### src/rtl/spi_baud_generator_pkg.sv
// Shared SPI definitions: spi_mode encodings, baud FSM states and sizing defaults.
// Used by the register interface, the baud generator and the slave-side edge detector.
package spi_baud_generator_pkg;

  localparam int DIV_WIDTH_DEF      = 12;
  localparam int EDGES_PER_BYTE_DEF = 16;

  typedef enum logic [1:0] {
    SPI_RUN  = 2'b00,
    SPI_WAIT = 2'b01,
    SPI_STOP = 2'b10
  } spi_mode_e;

  typedef enum logic [1:0] {
    ST_IDLE = 2'b00,
    ST_RUN  = 2'b01,
    ST_HOLD = 2'b10
  } baud_state_e;

  // SCLK may run in RUN mode, or in WAIT mode when SPISWAI does not stop it.
  function automatic logic mode_allows_sclk(input logic [1:0] spi_mode, input logic spiswai);
    return (spi_mode == SPI_RUN) || ((spi_mode == SPI_WAIT) && !spiswai);
  endfunction

endpackage

### src/rtl/spi_baud_generator_if.sv
// Bundle between the register/shifter side (master modport) and the baud generator (slave modport).
// SPI_BAUD_SS_DRIVE_EN adds the generator-driven ss_o signal.
interface spi_baud_generator_if #(
  parameter int DIV_WIDTH      = spi_baud_generator_pkg::DIV_WIDTH_DEF,
  parameter int EDGES_PER_BYTE = spi_baud_generator_pkg::EDGES_PER_BYTE_DEF
) ();
  import spi_baud_generator_pkg::*;

  localparam int EDGE_W = $clog2(EDGES_PER_BYTE + 1);

  logic                 mstr_i;
  logic                 cpol_i;
  logic                 cpha_i;
  logic                 spiswai_i;
  logic [1:0]           spi_mode_i;
  logic [2:0]           sppr_i;
  logic [2:0]           spr_i;
  logic                 ss_i;
  logic                 tip_i;
  logic                 sclk_o;
  logic                 sample_flag_o;
  logic                 shift_flag_o;
  logic                 done_o;
  logic [DIV_WIDTH-1:0] baud_div_o;
  // Debug view of the FSM and edge counter.
  baud_state_e          state_o;
  logic [EDGE_W-1:0]    edge_cnt_o;
`ifdef SPI_BAUD_SS_DRIVE_EN
  logic                 ss_o;
`endif

  // Handshake: tip_i is a level request held by the shifter for the whole
  // transfer; done_o is a one-cycle completion pulse, no back-pressure.
  modport slave (
    input  mstr_i, cpol_i, cpha_i, spiswai_i, spi_mode_i, sppr_i, spr_i, ss_i, tip_i,
`ifdef SPI_BAUD_SS_DRIVE_EN
    output ss_o,
`endif
    output sclk_o, sample_flag_o, shift_flag_o, done_o, baud_div_o, state_o, edge_cnt_o
  );

  modport master (
    output mstr_i, cpol_i, cpha_i, spiswai_i, spi_mode_i, sppr_i, spr_i, ss_i, tip_i,
`ifdef SPI_BAUD_SS_DRIVE_EN
    input  ss_o,
`endif
    input  sclk_o, sample_flag_o, shift_flag_o, done_o, baud_div_o, state_o, edge_cnt_o
  );

endinterface

### src/rtl/spi_baud_generator_div_calc.sv
// BaudRateDivisor = (SPPR+1) * 2^(SPR+1); purely combinational so the
// slave-side edge detector can reuse it.
module spi_baud_div_calc #(
  parameter int DIV_WIDTH = 12
) (
  input  logic [2:0]           sppr_i,
  input  logic [2:0]           spr_i,
  output logic [DIV_WIDTH-1:0] baud_div_o
);

  logic [DIV_WIDTH-1:0] presel;
  logic [3:0]           shamt;

  // spr+1 reaches 8, so the shift amount needs a fourth bit.
  assign presel     = DIV_WIDTH'({1'b0, sppr_i}) + DIV_WIDTH'(1);
  assign shamt      = {1'b0, spr_i} + 4'd1;
  assign baud_div_o = presel << shamt;

endmodule

### src/rtl/spi_baud_generator.sv
// Master-mode SCLK generator: divides PCLK, frames 16 SCLK edges per byte and
// gives the shifter one-cycle-early sample/shift flags. SPI_BAUD_SS_DRIVE_EN adds ss_o.
module spi_baud_generator
  import spi_baud_generator_pkg::*;
#(
  parameter int DIV_WIDTH      = DIV_WIDTH_DEF,
  parameter int EDGES_PER_BYTE = EDGES_PER_BYTE_DEF
) (
  input  logic                 PCLK,
  input  logic                 PRESET_n,
  spi_baud_generator_if.slave  bus
);

  localparam int EDGE_W = $clog2(EDGES_PER_BYTE + 1);
  localparam logic [EDGE_W-1:0] LAST_EDGE = EDGE_W'(EDGES_PER_BYTE - 1);

  baud_state_e          state_q, state_d;
  logic [DIV_WIDTH-1:0] cnt_q, cnt_d;
  logic [EDGE_W-1:0]    edge_cnt_q, edge_cnt_d;
  logic                 sclk_q, sclk_d;
  logic                 done_q, done_d;
  logic [DIV_WIDTH-1:0] baud_div;
  logic [DIV_WIDTH-1:0] half_m1;
  logic                 en;
  logic                 tick;
  logic                 leading;

  spi_baud_div_calc #(.DIV_WIDTH(DIV_WIDTH)) u_div_calc (
    .sppr_i     (bus.sppr_i),
    .spr_i      (bus.spr_i),
    .baud_div_o (baud_div)
  );

  assign half_m1 = (baud_div >> 1) - DIV_WIDTH'(1);

  // With the ss drive feature the generator owns slave select, so ss_i is
  // ignored while in master mode (and en is 0 outside master mode anyway).
`ifdef SPI_BAUD_SS_DRIVE_EN
  assign en = bus.mstr_i & (bus.mstr_i | ~bus.ss_i) & mode_allows_sclk(bus.spi_mode_i, bus.spiswai_i);
`else
  assign en = bus.mstr_i & ~bus.ss_i & mode_allows_sclk(bus.spi_mode_i, bus.spiswai_i);
`endif

  assign tick    = (state_q == ST_RUN) && (cnt_q == half_m1);
  assign leading = ~edge_cnt_q[0];

  // State register
`ifdef SPI_BAUD_SS_DRIVE_EN
  logic ss_q;
  always_ff @(posedge PCLK or negedge PRESET_n) begin
    if (!PRESET_n) ss_q <= 1'b1;
    else           ss_q <= (state_d == ST_IDLE);
  end
  assign bus.ss_o = ss_q;
`endif

  always_ff @(posedge PCLK or negedge PRESET_n) begin
    if (!PRESET_n) begin
      state_q    <= ST_IDLE;
      cnt_q      <= '0;
      edge_cnt_q <= '0;
      sclk_q     <= 1'b0;
      done_q     <= 1'b0;
    end else begin
      state_q    <= state_d;
      cnt_q      <= cnt_d;
      edge_cnt_q <= edge_cnt_d;
      sclk_q     <= sclk_d;
      done_q     <= done_d;
    end
  end

  // Next-state logic. In RUN the divider advances even in the cycle en
  // drops, so a flag that was shown is always followed by its edge.
  always_comb begin
    state_d    = state_q;
    cnt_d      = cnt_q;
    edge_cnt_d = edge_cnt_q;
    sclk_d     = sclk_q;
    done_d     = 1'b0;
    unique case (state_q)
      ST_IDLE: begin
        cnt_d      = '0;
        edge_cnt_d = '0;
        sclk_d     = bus.cpol_i;
        if (bus.tip_i && en) state_d = ST_RUN;
      end
      ST_RUN: begin
        if (!bus.tip_i) begin
          state_d    = ST_IDLE;
          cnt_d      = '0;
          edge_cnt_d = '0;
          sclk_d     = bus.cpol_i;
        end else begin
          if (tick) begin
            cnt_d      = '0;
            sclk_d     = ~sclk_q;
            edge_cnt_d = edge_cnt_q + EDGE_W'(1);
          end else begin
            cnt_d = cnt_q + DIV_WIDTH'(1);
          end
          if (tick && (edge_cnt_q == LAST_EDGE)) begin
            state_d    = ST_IDLE;
            edge_cnt_d = '0;
            done_d     = 1'b1;
          end else if (!en) begin
            state_d = ST_HOLD;
          end
        end
      end
      ST_HOLD: begin
        if (!bus.tip_i) begin
          state_d    = ST_IDLE;
          cnt_d      = '0;
          edge_cnt_d = '0;
          sclk_d     = bus.cpol_i;
        end else if (en) begin
          state_d = ST_RUN;
        end
      end
      default: state_d = ST_IDLE;
    endcase
  end

  // Outputs: leading edges (even edge_cnt) sample when CPHA=0, shift when CPHA=1.
  always_comb begin
    bus.sample_flag_o = 1'b0;
    bus.shift_flag_o  = 1'b0;
    if (tick) begin
      bus.sample_flag_o = leading ^ bus.cpha_i;
      bus.shift_flag_o  = ~(leading ^ bus.cpha_i);
    end
  end

  assign bus.sclk_o     = sclk_q;
  assign bus.done_o     = done_q;
  assign bus.baud_div_o = baud_div;
  assign bus.state_o    = state_q;
  assign bus.edge_cnt_o = edge_cnt_q;

endmodule

### src/flat_wrapper.sv
// flat-port wrapper written by rule: the top's interface ports become plain ports
module spi_baud_generator_flat import spi_baud_generator_pkg::*;
#(
  parameter int DIV_WIDTH      = DIV_WIDTH_DEF,
  parameter int EDGES_PER_BYTE = EDGES_PER_BYTE_DEF
)
  (PCLK, PRESET_n, bus_mstr_i, bus_cpol_i, bus_cpha_i, bus_spiswai_i, bus_spi_mode_i, bus_sppr_i, bus_spr_i, bus_ss_i, bus_tip_i, bus_sclk_o, bus_sample_flag_o, bus_shift_flag_o, bus_done_o, bus_baud_div_o, bus_state_o, bus_edge_cnt_o);
  spi_baud_generator_if #(.DIV_WIDTH(DIV_WIDTH), .EDGES_PER_BYTE(EDGES_PER_BYTE)) bus_i ();
  input  logic PCLK;
  input  logic PRESET_n;
  input wire logic [$bits(bus_i.mstr_i)-1:0] bus_mstr_i;
  input wire logic [$bits(bus_i.cpol_i)-1:0] bus_cpol_i;
  input wire logic [$bits(bus_i.cpha_i)-1:0] bus_cpha_i;
  input wire logic [$bits(bus_i.spiswai_i)-1:0] bus_spiswai_i;
  input wire logic [$bits(bus_i.spi_mode_i)-1:0] bus_spi_mode_i;
  input wire logic [$bits(bus_i.sppr_i)-1:0] bus_sppr_i;
  input wire logic [$bits(bus_i.spr_i)-1:0] bus_spr_i;
  input wire logic [$bits(bus_i.ss_i)-1:0] bus_ss_i;
  input wire logic [$bits(bus_i.tip_i)-1:0] bus_tip_i;
  output wire logic [$bits(bus_i.sclk_o)-1:0] bus_sclk_o;
  output wire logic [$bits(bus_i.sample_flag_o)-1:0] bus_sample_flag_o;
  output wire logic [$bits(bus_i.shift_flag_o)-1:0] bus_shift_flag_o;
  output wire logic [$bits(bus_i.done_o)-1:0] bus_done_o;
  output wire logic [$bits(bus_i.baud_div_o)-1:0] bus_baud_div_o;
  output wire logic [$bits(bus_i.state_o)-1:0] bus_state_o;
  output wire logic [$bits(bus_i.edge_cnt_o)-1:0] bus_edge_cnt_o;
  assign bus_i.mstr_i = bus_mstr_i;
  assign bus_i.cpol_i = bus_cpol_i;
  assign bus_i.cpha_i = bus_cpha_i;
  assign bus_i.spiswai_i = bus_spiswai_i;
  assign bus_i.spi_mode_i = bus_spi_mode_i;
  assign bus_i.sppr_i = bus_sppr_i;
  assign bus_i.spr_i = bus_spr_i;
  assign bus_i.ss_i = bus_ss_i;
  assign bus_i.tip_i = bus_tip_i;
  assign bus_sclk_o = bus_i.sclk_o;
  assign bus_sample_flag_o = bus_i.sample_flag_o;
  assign bus_shift_flag_o = bus_i.shift_flag_o;
  assign bus_done_o = bus_i.done_o;
  assign bus_baud_div_o = bus_i.baud_div_o;
  assign bus_state_o = bus_i.state_o;
  assign bus_edge_cnt_o = bus_i.edge_cnt_o;
  spi_baud_generator #(.DIV_WIDTH(DIV_WIDTH), .EDGES_PER_BYTE(EDGES_PER_BYTE)) u_core (.PCLK(PCLK), .PRESET_n(PRESET_n), .bus(bus_i));
endmodule
### config.mk
export PLATFORM = sky130hd
export DESIGN_NAME = spi_baud_generator_flat
export DESIGN_NICKNAME = d
export VERILOG_FILES = /design/src/rtl/spi_baud_generator_pkg.sv /design/src/rtl/spi_baud_generator_if.sv /design/src/rtl/spi_baud_generator_div_calc.sv /design/src/rtl/spi_baud_generator.sv /design/src/flat_wrapper.sv
export SDC_FILE = /design/constraint.sdc
export NUM_CORES = 1
export LEC_CHECK = 0
export ABC_AREA = 1
export CORE_MARGIN = 2
export CORE_UTILIZATION = 55
export DETAILED_ROUTE_END_ITERATION = 7
export GPL_TIMING_DRIVEN = 0
export HOLD_SLACK_MARGIN = 0.06
export PLACE_DENSITY = 0.82
export SLEW_MARGIN = 20
export SYNTH_ARGS = -nofsm -noshare
export SYNTH_HDL_FRONTEND = slang
export SYNTH_SLANG_ARGS = --single-unit
### constraint.sdc
create_clock -name PCLK -period 4.8 [get_ports PCLK]
set_input_delay 0.96 -clock PCLK [delete_from_list [all_inputs] [get_ports PCLK]]
set_output_delay 0.96 -clock PCLK [all_outputs]
set_load 0.01 [all_outputs]
# [Word-level counts from Yosys, hierarchy flattened]
# Index checks and enable logic that the tools add are counted.
[op_classes] n_addsub=5 bitwise=7 n_mux=25 n_reduce_logical=13 eq_ne=11 shifts=1
[op_table] op="$mux W12" count=3
[op_table] op="$pmux W12 S3" count=1
[op_table] op="$mux W5" count=4
[op_table] op="$pmux W5 S3" count=1
[op_table] op="$add A12 B1 Y12 const B" count=1
[op_table] op="$eq A12 B12 Y1" count=1
[op_table] op="$mux W2" count=6
[op_table] op="$shl A12 B4 Y12" count=1
[op_table] op="$sub A11 B1 Y12 const B" count=1
[op_table] op="$reduce_and A3 Y1" count=3
[op_table] op="$add A3 B1 Y4 const B" count=2
[op_table] op="$mux W1" count=8
[op_table] op="$ne A3 B2 Y1 const B" count=2
[op_table] op="$pmux W2 S3" count=1
[op_table] op="$add A5 B1 Y5 const B" count=1
[op_table] op="$eq A5 B4 Y1 const B" count=1
[op_table] op="$eq A2 B1 Y1 const B" count=2
[op_table] op="$logic_and A1 B1 Y1" count=4
[op_table] op="$logic_not A2 Y1" count=2
[op_table] op="$ne A4 B3 Y1 const B" count=1
[op_table] op="$ne A4 B4 Y1 const B" count=1
[op_table] op="$not A1 Y1" count=4
[op_table] op="$pmux W1 S3" count=1
[op_table] op="$reduce_bool A3 Y1" count=1
[op_table] op="8 further kinds" count=9
[totals] word_cells=67 out_inout_bits=23 input_bits=16 register_bits=21

# [Depth between registers and ports, before layout]
# Gate-level depths: netlist (run 1).
[logic_depth] ltp_word=9 ltp_mapped=23 depth_no_buf=22

# [Cells and area by module]
# A second synthesis (run 1) with hierarchy kept.
[hier_totals] cells_unflattened=307 hier_area_um2=1976.9
[modules_own_cells] mod="spi_baud_generator" area_each_um2=1649.1 instances=1 seq_area_each_um2=525.5 cells_each=243
[modules_own_cells] mod="spi_baud_div_calc" area_each_um2=327.8 instances=1 seq_area_each_um2=0.0 cells_each=64

# [Worst setup path before layout (run 1)]
# OpenSTA, ideal clock, no wires.
[synth_timing] path_type="in2out" startpoint="input bus_spr_i[0]" endpoint="output bus_sample_flag_o" path_stages=16 t_required_ns=3.840 arrival_time_ns=2.845 slack_ns=0.995 n_path_buf=1 path_cell_list="ha_1 -> buf_4 -> inv_2 -> nand3_1 -> nand3_2 -> ha_1 -> nand2_2 -> nor2_4 -> nand2_1 -> inv_1 -> nor2_1 -> nor2_2 -> nand2_1 -> nor2_2 -> nand4_1 -> nor2_1"
[synth_via] elab_chain_cells=6
[synth_lines] element="from (decl)" line="flat_wrapper.sv:17" rtl="input wire logic [$bits(bus_i.spr_i)-1:0] bus_spr_i;"
[synth_lines] element="$add A3 B1 Y4" line="spi_baud_generator_div_calc.sv:16" rtl="assign shamt = {1'b0, spr_i} + 4'd1;"
[synth_lines] element="$shl A12 B4 Y12" line="spi_baud_generator_div_calc.sv:17" rtl="assign baud_div_o = presel << shamt;"
[synth_lines] element="$sub A11 B1 Y12" line="spi_baud_generator.sv:34" rtl="assign half_m1 = (baud_div >> 1) - DIV_WIDTH'(1);"
[synth_lines] element="$eq A12 B12 Y1" line="spi_baud_generator.sv:44" rtl="assign tick = (state_q == ST_RUN) && (cnt_q == half_m1);"
[synth_lines] element="$logic_and A1 B1 Y1" line="spi_baud_generator.sv:44"
[synth_lines] element="$mux W1" line="spi_baud_generator.sv:129" rtl="if (tick) begin"
[synth_lines] element="to (decl)" line="flat_wrapper.sv:21" rtl="output wire logic [$bits(bus_i.sample_flag_o)-1:0] bus_sample_flag_o;"
# No other way between the ends.

# [Final worst setup path (run 1)]
# Ends and elaborated chain as after synthesis.

==> flow_summary_export.csv, run 1 <==
group,metric,value,unit
timing,fin_worst_skew,0.007816,ns
die,die_area,4679,um^2
status,status,"finished clean",
placed_design,place_inst,439,
global_route,grt_pass1_wl,8949,um
timing,slew_violations,0,
route,drt-vias-per-instance,5.341,
final_layout,antenna_cells,0,
final_layout,area_delta_synth_final,28.36,%
route,routed-via-count,2414,
clock_tree,clock_sinks,21,
die,core,4000,um^2
clock_tree,cts_max_path_buffers,2,
yosys,avgSynthCellArea,6.498,um^2
global_route,grt.total_usage,25.11,%
timing,period_share,95.41,%
run,maxCapViolCount,0,
die,die_w,68.40,um
setup_path,critPathRequiredTime,3.84,ns
yosys,synth_area,2281,um^2
global_route,antenna_found_initial,0,
die,rows,23,
timing,fmax,218.4,MHz
setup_path,arrival,3.62,ns
route,drc,0,
timing,worst_pin_slew,0.4840,ns
timing,whs,0.5478,ns
min_path,min_path_type,"flop to flop",
clock_tree,cts_tree,"yes",
yosys,syn_nets,372,
power,peakVddDrop,0.1747,mV
setup_path,crit_start,"bus_spr_i[0]",
route,antenna_left,0,
yosys,synth-warning-count,0,
timing,hold_violations,0,
die,ios,39,
clock_tree,clk_latency,0.26,ns
yosys,synth_cells,351,
die,die_h,68.40,um
power,powerDensity,189.5,nW/um^2
clock_tree,cts_root_buf,"clkbuf_8",
clock_tree,cts_buffers,3,
global_route,grt_max_degree,22,
clock_tree,clkTransAtPathRegs,0.07,ns
timing,setup_ws,0.2205,ns
setup_path,rrSetupSlack,2.82,ns
route,drt_iter0_markers,119,
setup_path,cp-start-kind,"input pin",
yosys,yosysSeqAreaShare,23.04,%
timing,setup_violations,0,
final_layout,layout.nets,424,
yosys,synthDistinctLibCells,36,
timing,slew_headroom,67.73,%
route,first_pass_iters,4,
die,start_util,57.02,%
setup_path,crit-reg2reg-launch,"u_core.cnt_q[4]",
placed_design,routabilityCongestion,0.8783,
placed_design,placed_area,2724,um^2
clock_tree,htreeDepth,1,
global_route,grt.overflow.total,0,
route,wl_per_cell,13.15,um
final_layout,drive_gt1_share,19.90,%
placed_design,dp_hpwl,4511,um
power,p_leak,1.462,nW
global_route,first_global_vias,2038,
final_layout,final_area,2928,um^2
placed_design,dp_slack,-0.5086,ns
route,wirelength,5945,um
setup_path,worst_setup_path_end_kind,"output pin",
timing,finalCriticalPeriod,4.579,ns
min_path,hp-start,"u_core.bus.sclk_o",
setup_path,crit_type,"input pin to output pin",
final_layout,final_cells,452,
setup_path,crit_fanout,7,
timing,rsz0062_at_grt,"false",
placed_design,port_buffers,38,
yosys,ys_seq_elements,21,
synth_stat cells:
cell type / n / area (um^2)
inv_2: 6 / 22.52
nor2_8: 3 / 60.06
nand2_2: 13 / 81.33
xor2_2: 1 / 16.27
nand2_1: 97 / 364.1
o22ai_1: 2 / 12.51
nor2_1: 30 / 112.6
inv_1: 49 / 183.9
ha_1: 5 / 62.56
nand4_1: 18 / 112.6
and3_1: 5 / 31.28
or2_2: 1 / 6.260
nand2_4: 4 / 45.04
or2_4: 1 / 8.760
dfrtp_1: 21 / 525.5
nor3_1: 3 / 15.01
inv_4: 1 / 6.260
xor2_1: 4 / 35.03
buf_4: 1 / 7.510
nor3b_1: 1 / 7.510
nor2_2: 7 / 43.79
buf_6: 2 / 22.52
nand3_1: 36 / 180.2
and2_1: 1 / 6.260
o21ai_0: 9 / 45.04
nor2_4: 4 / 45.04
o21ai_1: 4 / 20.02
o21ai_2: 1 / 8.760
nor4_1: 1 / 6.260
nand3_2: 6 / 60.06
nand3b_1: 1 / 7.510
nand2_8: 1 / 20.02
nand3_4: 3 / 52.55
a21oi_1: 7 / 35.03
clkbuf_1: 1 / 3.750
a22oi_1: 1 / 7.510
final cells by class:
type | count | area, um^2
fill | 351 | 1072
timing repair buffer | 48 | 456.7
multi-input combinational | 270 | 1595
tap | 50 | 62.56
clock buffer | 3 | 41.29
clock inverter | 1 | 5.005
inverter | 56 | 215.2
sequential | 21 | 525.5
buffer | 3 | 26.28
per-layer routing:
metal	vias to the layer above	global-route usage (%)	wire length (um)
met4	0	4.000	75
met2	63	43.51	2923
li1	1237	-	-
met1	1106	34.32	2684
met5	-	0	0
met3	8	2.303	261
path summary, 6_finish.rpt:
check	end	cells past startpoint
hold / removal	u_core.bus.sclk_o	2
min in group asynchronous	u_core.cnt_q[2]	1
setup reg to reg	u_core.cnt_q[7]	15
max in group asynchronous	u_core.cnt_q[7]	1
hold reg to reg	u_core.bus.sclk_o	2
setup / recovery	bus_sample_flag_o	16
cells by family after synthesis:
family,count (synthesis),synth area share [%]
flops,21,23.04
compound gates,24,5.650
simple gates,236,55.51
buf+inv,60,10.81
fa+ha+maj,5,2.743
xor+xnor,5,2.249
registers in the layout, indices dropped and copies added, names as in the netlist:
| register | count |
|---|---|
| u_core.bus.state_o | 2 |
| u_core.bus.sclk_o | 1 |
| u_core.cnt_q | 12 |
| u_core.bus.done_o | 1 |
| u_core.bus.edge_cnt_o | 5 |
cell usage in the layout, fill, tap and decap left out, drive strengths merged:
| master | n |
|---|---|
| nor2 | 44 |
| o22ai | 2 |
| a21oi | 7 |
| clkdlybuf4s50 | 31 |
| inv | 56 |
| nor3b | 1 |
| nand3 | 45 |
| nand3b | 1 |
| clkinv | 1 |
| ha | 5 |
| and2 | 1 |
| nand2 | 115 |
| dfrtp | 21 |
| nand4 | 18 |
| a22oi | 1 |
| xor2 | 5 |
| clkbuf | 4 |
| dlymetal6s2s | 3 |
| clkdlybuf4s15 | 1 |
| buf | 13 |
| o21ai | 14 |
| nor4 | 1 |
| and3 | 5 |
| dlygate4sd2 | 2 |
| nor3 | 3 |
| or2 | 2 |
power by group:
part	internal [mW]	switching, mW
combinational	0.101	0.160
sequential	0.178	0.000954
clock	0.0578	0.0571
worst max-delay path, stage by stage:
cell and delay [ns]:
dlygate4sd2_1 0.34, ha_4 0.22, nor2_2 0.19, nor2_4 0.08, nor2_8 0.18, nand3_4 0.12, ha_4 0.28, xor2_1 0.14
nand3_1 0.14, nor2_1 0.13, nand3_1 0.10, nor2_2 0.13, nand4_1 0.13, buf_4 0.17, nor2_1 0.09, clkdlybuf4s15_2 0.23
through the flow:
step                power (mW)  setup TNS [ns]  util [%]
floorplan               0.3491               0         -
global placement        0.4103         -0.8418     68.10
detailed placement      0.4168         -0.9954     68.10
CTS                     0.5407               0     70.69
global route            0.5899               0     73.19
finish                  0.5550               0     73.19
timing repair:
item                                   CTS  global route
setup endpoints to repair                2             2
hold buffers                             0             0
pin swaps                                1             7
resized for setup                       11            15
endpoints found under the hold margin    0             0
buffers inserted                         3             7
(Power assumes the default switching activity.)
==> run 2, diff against run 1 <==
CORE_MARGIN = not set   (was 2)
==> run 2 against run 1 <==
Final cell count is 1.1% lower. Clock-buffer cell count stayed put. Global-route usage is 1.8 points higher. Die area is 5.8% lower. Register-to-register slack hardly changed. Clock power hardly changed. Critical path type unchanged. Largest power group unchanged.
==> flow_summary_export.csv, run 2 (synthesis gave the netlist of run 1 again) <==
group,metric,value,unit
status,status,"finished clean",
setup_path,cp-start-kind,"input pin",
die,die_area,4409,um^2
global_route,antenna_found_initial,0,
die,ios,39,
final_layout,final_cell_mix,"nand2_1, inv_1, nand3_1, clkdlybuf4s50_1, nor2_1",
setup_path,worst_setup_path_end_kind,"output pin",
clock_tree,ctsHoldBuffers,0,
clock_tree,clock_sinks,21,
clock_tree,cts_root_buf,"clkbuf_8",
final_layout,regArea,525.5,um^2
timing,finalCriticalPeriod,4.639,ns
timing,fmax,215.6,MHz
setup_path,rrSetupSlack,2.82,ns
route,routed-via-count,2409,
placed_design,dp_hpwl,4459,um
route,wl_per_cell,12.45,um
timing,period_share,96.65,%
setup_path,crit_fanout,9,
clock_tree,clkTransAtPathRegs,0.08,ns
setup_path,rr_endpoint,"u_core.cnt_q[8]",
final_layout,antenna_cells,0,
timing,slew_headroom,36.06,%
final_layout,area_delta_synth_final,24.19,%
global_route,grt.overflow.total,0,
global_route,grt_pass1_wl,9211,um
timing,worst_pin_slew,0.9560,ns
final_layout,final_common_cell,"nand2_1",
route,wirelength,5566,um
setup_path,reg2reg_depth,10,
timing,fin_worst_skew,0.004536,ns
placed_design,routabilityCongestion,0.8489,
clock_tree,cts_tree,"yes",
final_layout,final_area,2833,um^2
power,total_power,0.5429,mW
power,peakVddDrop,0.1615,mV
final_layout,largest_reg_flops,12,
clock_tree,cts_buffers,3,
timing,setup_violations,0,
final_layout,multi_input_area,1560,um^2
setup_path,crit_start,"bus_spr_i[1]",
final_layout,layout.nets,419,
final_layout,top_register,"u_core.cnt_q",
setup_path,crit-reg2reg-launch,"u_core.cnt_q[1]",
clock_tree,htreeDepth,1,
placed_design,port_buffers,38,
clock_tree,cts_max_path_buffers,2,
final_layout,drive_gt1_share,17.13,%
setup_path,crit_type,"input pin to output pin",
route,drc,0,
clock_tree,clk_latency,0.26,ns
timing,slew_violations,0,
global_route,grt.total_usage,26.95,%
die,core,4000,um^2
setup_path,path_cells,"clkdlybuf4s50_1 -> ha_1 -> buf_4 -> inv_2 -> nand3_4 -> nand3_4 -> ha_4 -> nand2_2 -> nor2_4 -> nand2_1 -> inv_1 -> nor2_1 -> nor2_2 -> nand2_1 -> nor2_2 -> nand4_1 -> buf_4 -> nor2_1 -> clkbuf_2",
route,drt_iter0_markers,178,
global_route,first_global_vias,2149,
final_layout,fill_cells,352,
die,rows,23,
timing,hold_violations,0,
global_route,grt_max_degree,22,
setup_path,arrival,3.68,ns
route,drt-vias-per-instance,5.389,
min_path,min_path_type,"flop to flop",
die,die_h,66.40,um
placed_design,placed_area,2724,um^2
die,start_util,57.02,%
route,antenna_left,0,
route,first_pass_iters,4,
power,p_leak,1.401,nW
power,powerDensity,191.6,nW/um^2
setup_path,max_stage_delay,0.50,ns
run,maxCapViolCount,0,
setup_path,crit_path_end,"bus_shift_flag_o",
setup_path,slowest_stage,"clkdlybuf4s50_1",
die,die_w,66.40,um
min_path,hold_depth,2,
setup_path,critPathRequiredTime,3.84,ns
-- run 2: final cells by class --
type | instances | share of cell area, %
Inverter | 56 | 7.509
Tap cell | 50 | 2.208
Multi-Input combinational cell | 271 | 55.08
Clock inverter | 1 | 0.1767
Buffer | 4 | 1.193
Clock buffer | 3 | 1.458
Timing Repair Buffer | 41 | 13.83
Sequential cell | 21 | 18.55
-- run 2: critical path: cells and delay by family --
family | cells | cell delay (ns)
and+or+nand+nor | 11 | 1.13
adders and majority gates | 2 | 0.40
buffers and inverters | 6 | 1.17
-- run 2: metal layers --
layer	global-route usage (%)	vias to the layer above	part of all wire, %	wire (um)
met5	0	-	0	0
met4	5.319	0	0.50	28
met3	2.241	2	3.8	210
met2	47.45	59	49	2741
met1	35.82	1118	46	2586
li1	-	1230	-	-
-- run 2: stage by stage --
step / utilization, % / hold slack, ns / std cells / setup TNS (ns) / worst slack (ns)
4_1_cts: 70.28 / 0.5314 / 445 / 0 / 0.003482
5_1_grt: 70.82 / 0.5722 / 447 / -0.01975 / -0.01675
3_5_place_dp: 68.10 / 0.5096 / 439 / -0.8577 / -0.4364
2_1_floorplan: - / 0.5390 / 351 / 0 / 0.9950
3_3_place_gp: 68.10 / 0.5069 / 439 / -0.7972 / -0.3992
6_report: 70.82 / 0.5247 / 447 / 0 / 0.1609
-- run 2: where the power goes --
part | internal, mW | total [mW] | leakage [nW] | switching [mW]
clock network | 0.0578 | 0.116 | 0.0255 | 0.0583
registers | 0.178 | 0.179 | 0.291 | 0.000929
logic | 0.0945 | 0.248 | 1.08 | 0.153
total | 0.330 | 0.543 | 1.40 | 0.213
-- run 2: what timing repair did --
action / CTS / global route
gates resized for setup: 8 / 7
buffers inserted: 2 / 1
pin swaps: 2 / 1
endpoints found under the setup margin: 2 / 2
cloned: 0 / 1
-- run 2: worst min-delay path by stage --
stage                 startpoint                end
4_1_cts        u_core.bus.sclk_o  u_core.bus.sclk_o
6_report       u_core.bus.sclk_o  u_core.bus.sclk_o
3_3_place_gp   u_core.bus.sclk_o  u_core.bus.sclk_o
5_1_grt        u_core.bus.sclk_o  u_core.bus.sclk_o
3_5_place_dp   u_core.bus.sclk_o  u_core.bus.sclk_o
2_1_floorplan  u_core.bus.sclk_o  u_core.bus.sclk_o
==> run 3, diff against run 2 <==
TNS_END_PERCENT = 100   (was not set)
==> results of run 3 <==
Same layout as run 2: the final DEF is identical, and so are final timing and power.
